### src/rtl/soc_ifc_fuse_wr_seq.sv
// SoC-side fuse write sequencer: waits for the boot FSM to request fuses,
// streams NUM_FUSE_WORDS words to the fuse register write port, then writes
// the fuse_done register. Flags sticky completion / error status.
module soc_ifc_fuse_wr_seq #(
    parameter int unsigned NUM_FUSE_WORDS = 16,
    parameter int unsigned ADDR_W         = 8,
    parameter int unsigned DATA_W         = 32,
    parameter int unsigned ACK_TIMEOUT    = 255
) (
    input  logic                                    clk,
    input  logic                                    rst,
    input  logic                                    start,
    input  logic                                    ready_for_fuses,
    input  logic                                    fuse_done,
    input  logic                                    src_valid,
    input  logic [DATA_W-1:0]                       src_data,
    output logic                                    src_ready,
    output logic                                    fuse_wr_en,
    output logic [ADDR_W-1:0]                       fuse_wr_addr,
    output logic [DATA_W-1:0]                       fuse_wr_data,
    output logic                                    fuse_wr_is_done,
    input  logic                                    fuse_wr_ack,
    output logic                                    busy,
    output logic                                    complete,
    output logic                                    err_timeout,
    output logic [$clog2(NUM_FUSE_WORDS+1)-1:0]     words_written
);

    localparam int unsigned CNT_W = $clog2(NUM_FUSE_WORDS + 1);

    typedef enum logic [2:0] {
        IDLE,
        WAIT_RDY,
        FETCH,
        WRITE,
        DONE_WR,
        COMPLETE,
        ERROR
    } state_t;

    state_t            state;
    state_t            state_next;
    logic [7:0]        ack_cnt;
    logic [DATA_W-1:0] word_q;

    logic can_start;
    logic in_write;
    logic ack_expired;
    logic last_word;
    logic data_acked;

    // words_written doubles as the write index: both advance only on a data ack
    assign can_start   = start && ((state == IDLE) || (state == COMPLETE) || (state == ERROR));
    assign in_write    = (state == WRITE) || (state == DONE_WR);
    assign ack_expired = (ack_cnt == 8'(ACK_TIMEOUT - 1)) && !fuse_wr_ack;
    assign last_word   = (words_written == CNT_W'(NUM_FUSE_WORDS - 1));
    assign data_acked  = (state == WRITE) && ready_for_fuses && fuse_wr_ack;

    // State register
    always_ff @(posedge clk) begin
        if (rst) begin
            state <= IDLE;
        end else begin
            state <= state_next;
        end
    end

    // Next-state logic: a ready_for_fuses drop beats ack, ack beats timeout
    always_comb begin
        state_next = state;
        case (state)
            IDLE, COMPLETE, ERROR: begin
                if (start) state_next = WAIT_RDY;
            end
            WAIT_RDY: begin
                if (ready_for_fuses) state_next = fuse_done ? DONE_WR : FETCH;
            end
            FETCH: begin
                if (!ready_for_fuses) state_next = ERROR;
                else if (src_valid)   state_next = WRITE;
            end
            WRITE: begin
                if (!ready_for_fuses) state_next = ERROR;
                else if (fuse_wr_ack) state_next = last_word ? DONE_WR : FETCH;
                else if (ack_expired) state_next = ERROR;
            end
            DONE_WR: begin
                if (!ready_for_fuses) state_next = ERROR;
                else if (fuse_wr_ack) state_next = COMPLETE;
                else if (ack_expired) state_next = ERROR;
            end
            default: state_next = IDLE;
        endcase
    end

    // Output decode from the current state
    always_comb begin
        src_ready       = 1'b0;
        fuse_wr_en      = 1'b0;
        fuse_wr_addr    = '0;
        fuse_wr_data    = '0;
        fuse_wr_is_done = 1'b0;
        busy            = 1'b0;
        case (state)
            WAIT_RDY: begin
                busy = 1'b1;
            end
            FETCH: begin
                busy      = 1'b1;
                src_ready = 1'b1;
            end
            WRITE: begin
                busy         = 1'b1;
                fuse_wr_en   = 1'b1;
                fuse_wr_addr = ADDR_W'(words_written);
                fuse_wr_data = word_q;
            end
            DONE_WR: begin
                busy            = 1'b1;
                fuse_wr_en      = 1'b1;
                fuse_wr_is_done = 1'b1;
                fuse_wr_data    = DATA_W'(1);
            end
            default: ;
        endcase
    end

    // Datapath: word latch, write count, ack wait counter, sticky status
    always_ff @(posedge clk) begin
        if (rst) begin
            word_q        <= '0;
            words_written <= '0;
            ack_cnt       <= '0;
            complete      <= 1'b0;
            err_timeout   <= 1'b0;
        end else begin
            if (can_start) begin
                words_written <= '0;
                complete      <= 1'b0;
                err_timeout   <= 1'b0;
            end
            if ((state == FETCH) && src_valid) begin
                word_q <= src_data;
            end
            if (data_acked) begin
                words_written <= words_written + CNT_W'(1);
            end
            if (in_write && !fuse_wr_ack) begin
                ack_cnt <= ack_cnt + 8'd1;
            end else begin
                ack_cnt <= '0;
            end
            if ((state == DONE_WR) && (state_next == COMPLETE)) begin
                complete <= 1'b1;
            end
            if ((state_next == ERROR) && (state != ERROR)) begin
                err_timeout <= 1'b1;
            end
        end
    end

endmodule
### config.mk
export PLATFORM = sky130hd
export DESIGN_NAME = soc_ifc_fuse_wr_seq
export DESIGN_NICKNAME = d
export VERILOG_FILES = /design/src/rtl/soc_ifc_fuse_wr_seq.sv
export SDC_FILE = /design/constraint.sdc
export NUM_CORES = 1
export LEC_CHECK = 0
export BUFFER_PORTS_ARGS = -buffer_cell sky130_fd_sc_hd__buf_2
export CORE_ASPECT_RATIO = 1.4
export CORE_MARGIN = 4
export CORE_UTILIZATION = 49
export DETAILED_ROUTE_END_ITERATION = 8
export PLACE_DENSITY = 0.8
export RECOVER_POWER = 50
export SLEW_MARGIN = 10
export SYNTH_ARGS = -nofsm -noshare
export SYNTH_HDL_FRONTEND = slang
export SYNTH_SLANG_ARGS = --single-unit
export TNS_END_PERCENT = 50
### constraint.sdc
create_clock -name clk -period 2.17 [get_ports clk]
set_input_delay 0.3255 -clock clk [delete_from_list [all_inputs] [get_ports clk]]
set_output_delay 0.3255 -clock clk [all_outputs]
set_load 0.02 [all_outputs]
Word level (Yosys, flattened, before mapping)
Index checks and enable logic that the tools add are counted.
{"block": "totals", "register_bits": 50, "in_bits": 39, "out_inout_bits": 51, "wordCells": 63}
{"block": "op_classes", "n_reduce_logical": 20, "n_addsub": 2, "mux": 23, "bitwise_logic": 1, "n_eq_ne": 11}
{"operator": "case mux 32 bit (2 select lines)", "count": 1}
{"operator": "2-to-1 mux 3 bit", "count": 11}
{"operator": "== test 3 bit, second input constant", "count": 5}
{"operator": "2-to-1 mux 5 bit", "count": 3}
{"operator": "case mux 3 bit (5 select lines)", "count": 1}
{"operator": "adder 8 x 1 -> 8 bit, second input constant", "count": 1}
{"operator": "== test 8 bit, second input constant", "count": 1}
{"operator": "logical AND 1 bit", "count": 8}
{"operator": "2-to-1 mux 1 bit", "count": 7}
{"operator": "== test 3 x 2 -> 1 bit, second input constant", "count": 2}
{"operator": "nonzero test 2 bit", "count": 3}
{"operator": "adder 5 x 1 -> 5 bit, second input constant", "count": 1}
{"operator": "== test 5 x 4 -> 1 bit, second input constant", "count": 1}
{"operator": "OR reduction 2 bit", "count": 2}
{"operator": "OR reduction 4 bit", "count": 1}
{"operator": "== test 3 x 1 -> 1 bit, second input constant", "count": 1}
{"operator": "logical NOT 3 bit", "count": 1}
{"operator": "logical OR 1 bit", "count": 3}
{"operator": "inequality test 3 bit, second input constant", "count": 1}
{"operator": "OR reduction 3 bit", "count": 1}
{"operator": "logical NOT 1 bit", "count": 1}
{"operator": "NOT 1 bit", "count": 1}

Longest topological paths before layout
{"block": "depth", "depth_word": 9, "ltp_mapped": 8, "ltp_nobuf": 8}

Worst setup path before layout
No wires, ideal clock.
{"block": "synth_timing", "kind": "register to register", "startpoint": "register state[1]", "endpoint": "register word_q[22]", "n_path_buf": 2, "t_arrival_ns": 1.721, "setup_time_ns": 0.071, "required_time_ns": 2.099, "path_stages_with_launch": 8, "setup_slack_ns": 0.378, "period_less_slack_ns": 1.792, "cell_sequence": "dfxtp_1 inv_1 nor3_1 and2_1 clkbuf_1 buf_2 nand2_1 a21oi_1"}
{"block": "synth_via", "elab_chain_cells": 2}
{"item": "start: declaration", "line": "41", "source": "state_t state;"}
{"item": "start signal: assignment", "line": "64", "source": "state <= state_next;"}
{"item": "== test 3 x 2 -> 1 bit", "line": "142", "source": "if ((state == FETCH) && src_valid) begin"}
{"item": "logical AND 1 bit", "line": "142"}
{"item": "end signal: assignment", "line": "143", "source": "word_q <= src_data;"}
{"item": "end: declaration", "line": "44", "source": "logic [DATA_W-1:0] word_q;"}
No other way between the ends.
A chain may end at the register's enable or synchronous reset.

Worst setup path after layout
{"block": "layout_timing", "startpoint": "register state[0]", "endpoint": "output port fuse_wr_data[19]"}
{"block": "layout_via", "elab_chain_cells": 2, "word_cells_on_any_way": 3, "classes_between": "eq/ne (2); mux (1)"}
{"item": "== test 3 bit or == test 3 x 2 -> 1 bit (tied branches)", "line": "104", "source": "case (state)"}
{"item": "case mux 32 bit (2 select lines) (*)", "line": "104"}
{"item": "end: declaration", "line": "20", "source": "output logic [DATA_W-1:0] fuse_wr_data,"}
Mark *: on every way between the ends. The rest lies on a longest branch, timed or not.

==> impl_metrics.csv <==
group,metric,value,unit
logic_synthesis,synthTopCellsByArea,"dfxtp_1, nand2_1, and2_1",
setup_path,worst-endpoint-arrival,1.63,ns
run,drv.max_cap_violation_count,0,
logic_synthesis,synth-seq-area-share,0.421,
routing,number_of_remaining_drc_errors,0,
floorplanning,effective_utilization_at_floorplan,0.516,
clock_network,cts-buffers-inserted,5,
power_and_ir_drop,p_switching,565,uW
setup_path,r2r-end,"err_timeout",
power_and_ir_drop,power.leakage,0.00127,uW
logic_synthesis,yosysUniqueCellTypes,44,
power_and_ir_drop,part_of_the_power_in_registers,0.535,
routing,ant_nets,0,
grt,maximum_number_of_pins_on_one_net_before_global_route_repair,33,
final_layout,final_cell_mix,"buf_2, nand2_1, dfxtp_1, a21oi_1, and2_1",
final_layout,flow.area_growth_from_synthesis,22.7,%
timing,timing_hold_violations_final,0,
grt,grt_antenna_before_repair,0,
setup_path,cp_data_required_time,1.84,ns
timing,setup_total_negative_slack,0,ns
floorplanning,coreArea,4610,um2
floorplanning,floorplan.die_area,6040,um2
floorplanning,die_h,90.4,um
final_layout,mostFrequentLayoutCell,"buf_2",
logic_synthesis,syn-instance-count,311,
timing,final-max-slew-violation-count,0,
timing,fin_hold_ws,0.259,ns
clock_network,htreeDepth,2,
clock_network,worst_skew_pair.late_latency,0.29,ns
power_and_ir_drop,combinationalPowerShare,0.200,
timing,setup_repair_after_global_routing_missed_its_margin,"no",
power_and_ir_drop,power.ir.vdd_worst,0.510,mV
grt,grt_pass1_wl,9210,um
routing,totalWireLength,5440,um
routing,drt-vias-per-instance,5.03,
grt,grt_pass1_vias,2121,
routing,dr.pass1.iters,4,
final_layout,multi_input_comb_area,1250,um2
logic_synthesis,number_of_enable_flip_flop_cells_after_synthesis,0,
clock_network,clock_tree_from_tritoncts,"done",
final_layout,num-fill-cells,461,
final_layout,finalNetCount,434,
floorplanning,dieWidth,66.9,um
timing,fraction_of_the_cycle_the_final_worst_path_needs,0.901,
grt,groute.usage.overall,0.187,
setup_path,worst_setup_path_end_kind,"output port",
setup_path,worstSetupEndpoint,"fuse_wr_data[19]",
logic_synthesis,avgSynthCellArea,7.64,um2
logic_synthesis,synthesis.area,2380,um2
power_and_ir_drop,powerDensity,647,nW/um2
routing,drt-wirelength-per-cell,12.0,um
placement,place.detailed.instances,446,
clock_network,clock_tree_root,"clkbuf_8",
setup_path,reg2regPathDepth,6,
setup_path,worstSetupStartpointType,"flop",
setup_path,rr_startpoint,"state[2]",
final_layout,layout.cells.non_filler,453,
run_status,run_status,"complete, no violations",
placement,place_hpwl,3990,um
routing,routed-via-count,2277,
clock_network,clk_transition_reported_paths,0.08,ns
power_and_ir_drop,internal-power,1320,uW
final_layout,antenna_cells_inserted,0,
power_and_ir_drop,p_sw_frac,0.300,
clock_network,clock_sink_count,50,
clock_network,postCtsSetupBuffers,0,
logic_synthesis,synth.largest_area_cell,"dfxtp_1",
timing,timing.max_slew.rel_slack,0.661,
setup_path,path_max_fanout,29,
clock_network,cts.path.max_buffers,2,
timing,setup_viol,0,
timing,timing.final.crit_period,1.95,ns
placement,place.gp.congestion,0.888,
floorplanning,num_io_pins,90,
logic_synthesis,synthArstFlopShare,0,
grt,globalRouteOverflowTotal,0,
routing,detailedRoute.firstIterationViolations,176,
final_layout,final-seq-area,1000,um2
logic_synthesis,ys_seq_elements,50,
timing,timing.clock.skew,0.00156,ns
logic_synthesis,yosys_warnings,0,
placement,portBuffers,86,
timing,transition_at_the_pin_with_the_smallest_max_transition_slack,0.504,ns
setup_path,ff2ff_setup_slack,0.33,ns
floorplanning,num_rows,29,
logic_synthesis,yosys_most_used_dff,"dfxtp_1",
worst_hold_path,worstHoldPathType,"in2reg",
timing,fmaxAchievable,0.512,GHz
final_layout,drive_gt1_frac,0.240,
setup_path,critPathKind,"reg2out",
power_and_ir_drop,clock_power_share,0.266,
setup_path,worstSetupStartpoint,"state[0]",
logic_synthesis,synth_largest_type_area_fraction,0.421,
==> worst max-delay path, stage by stage, from the launching register on <==
cell,delay (ns)
dfxtp_2,0.47
nand2_1,0.14
nor2_2,0.12
buf_4,0.26
and2_1,0.18
buf_2,0.16
==> repair_timing <==
action | in CTS | in global routing
gates resized for setup | 0 | 2
hold buffers | 0 | 0
endpoints found under the setup margin | 0 | 29
==> Yosys cell counts (4+ instances only) <==
cell type / number
xnor2_1: 5
inv_1: 8
nand2b_1: 4
a21oi_1: 37
and2_1: 37
nor2_1: 24
nand3_1: 4
ha_1: 4
clkbuf_1: 11
nand2_1: 76
dfxtp_1: 50
buf_2: 6
==> layout make-up <==
cell class | instances | share of cell area
clock buffers | 5 | 0.0236
clock inverters | 2 | 0.00343
inverters | 8 | 0.0103
multi-input cells | 234 | 0.429
flip-flops and latches | 50 | 0.344
well taps | 62 | 0.0266
repair buffers | 92 | 0.163
==> registers in the layout (all words and copies together), names as in the netlist <==
register	cells
complete	1
state	3
word_q	32
words_written	5
err_timeout	1
ack_cnt	8
==> power by group through the flow <==
stage	sequential, uW	combinational (uW)	clock (uW)
2_1_floorplan	1000	291	0
3_3_place_gp	1030	387	0
3_5_place_dp	1030	390	0
4_1_cts	1010	392	522
5_1_grt	1020	426	549
6_report	1010	377	501
==> per-layer routing <==
layer | share of wire | vias up | track usage
met2 | 0.49 | 68 | 0.317
met5 | 0 | - | 0
met3 | 0.075 | 9 | 0.0436
met4 | 0.013 | 0 | 0.0643
li1 | - | 1173 | -
met1 | 0.42 | 1027 | 0.225
==> cell families after synthesis <==
family | share of synthesized area
simple gates | 0.321
compound gates | 0.144
flops | 0.421
buf+inv | 0.0537
xor+xnor | 0.0295
fa+ha+maj | 0.0211
mux | 0.00843
other cells | 0.00158
==> worst min-delay path by stage <==
stage | slack [ns] | cells after the start | startpoint | endpoint
after floorplan | 0.43 | 2 | word_q[10] | word_q[10]
final | 0.26 | 3 | src_data[1] | word_q[1]
after global placement | 0.44 | 2 | word_q[14] | word_q[14]
after global routing | 0.26 | 3 | src_data[16] | word_q[16]
after CTS | 0.25 | 3 | src_data[21] | word_q[21]
after detailed placement | 0.44 | 2 | word_q[1] | word_q[1]
==> through the flow <==
step | setup slack [ns] | util | cell area (um2) | total power, uW
6_report | 0.215 | 0.633 | 2920 | 1890
5_1_grt | 0.0800 | 0.633 | 2920 | 1990
4_1_cts | 0.0132 | 0.636 | 2930 | 1920
3_5_place_dp | 0.361 | 0.619 | 2850 | 1420
3_3_place_gp | 0.372 | 0.619 | 2850 | 1410
2_1_floorplan | 0.378 | - | 2380 | 1290
(Power assumes the default switching activity.)
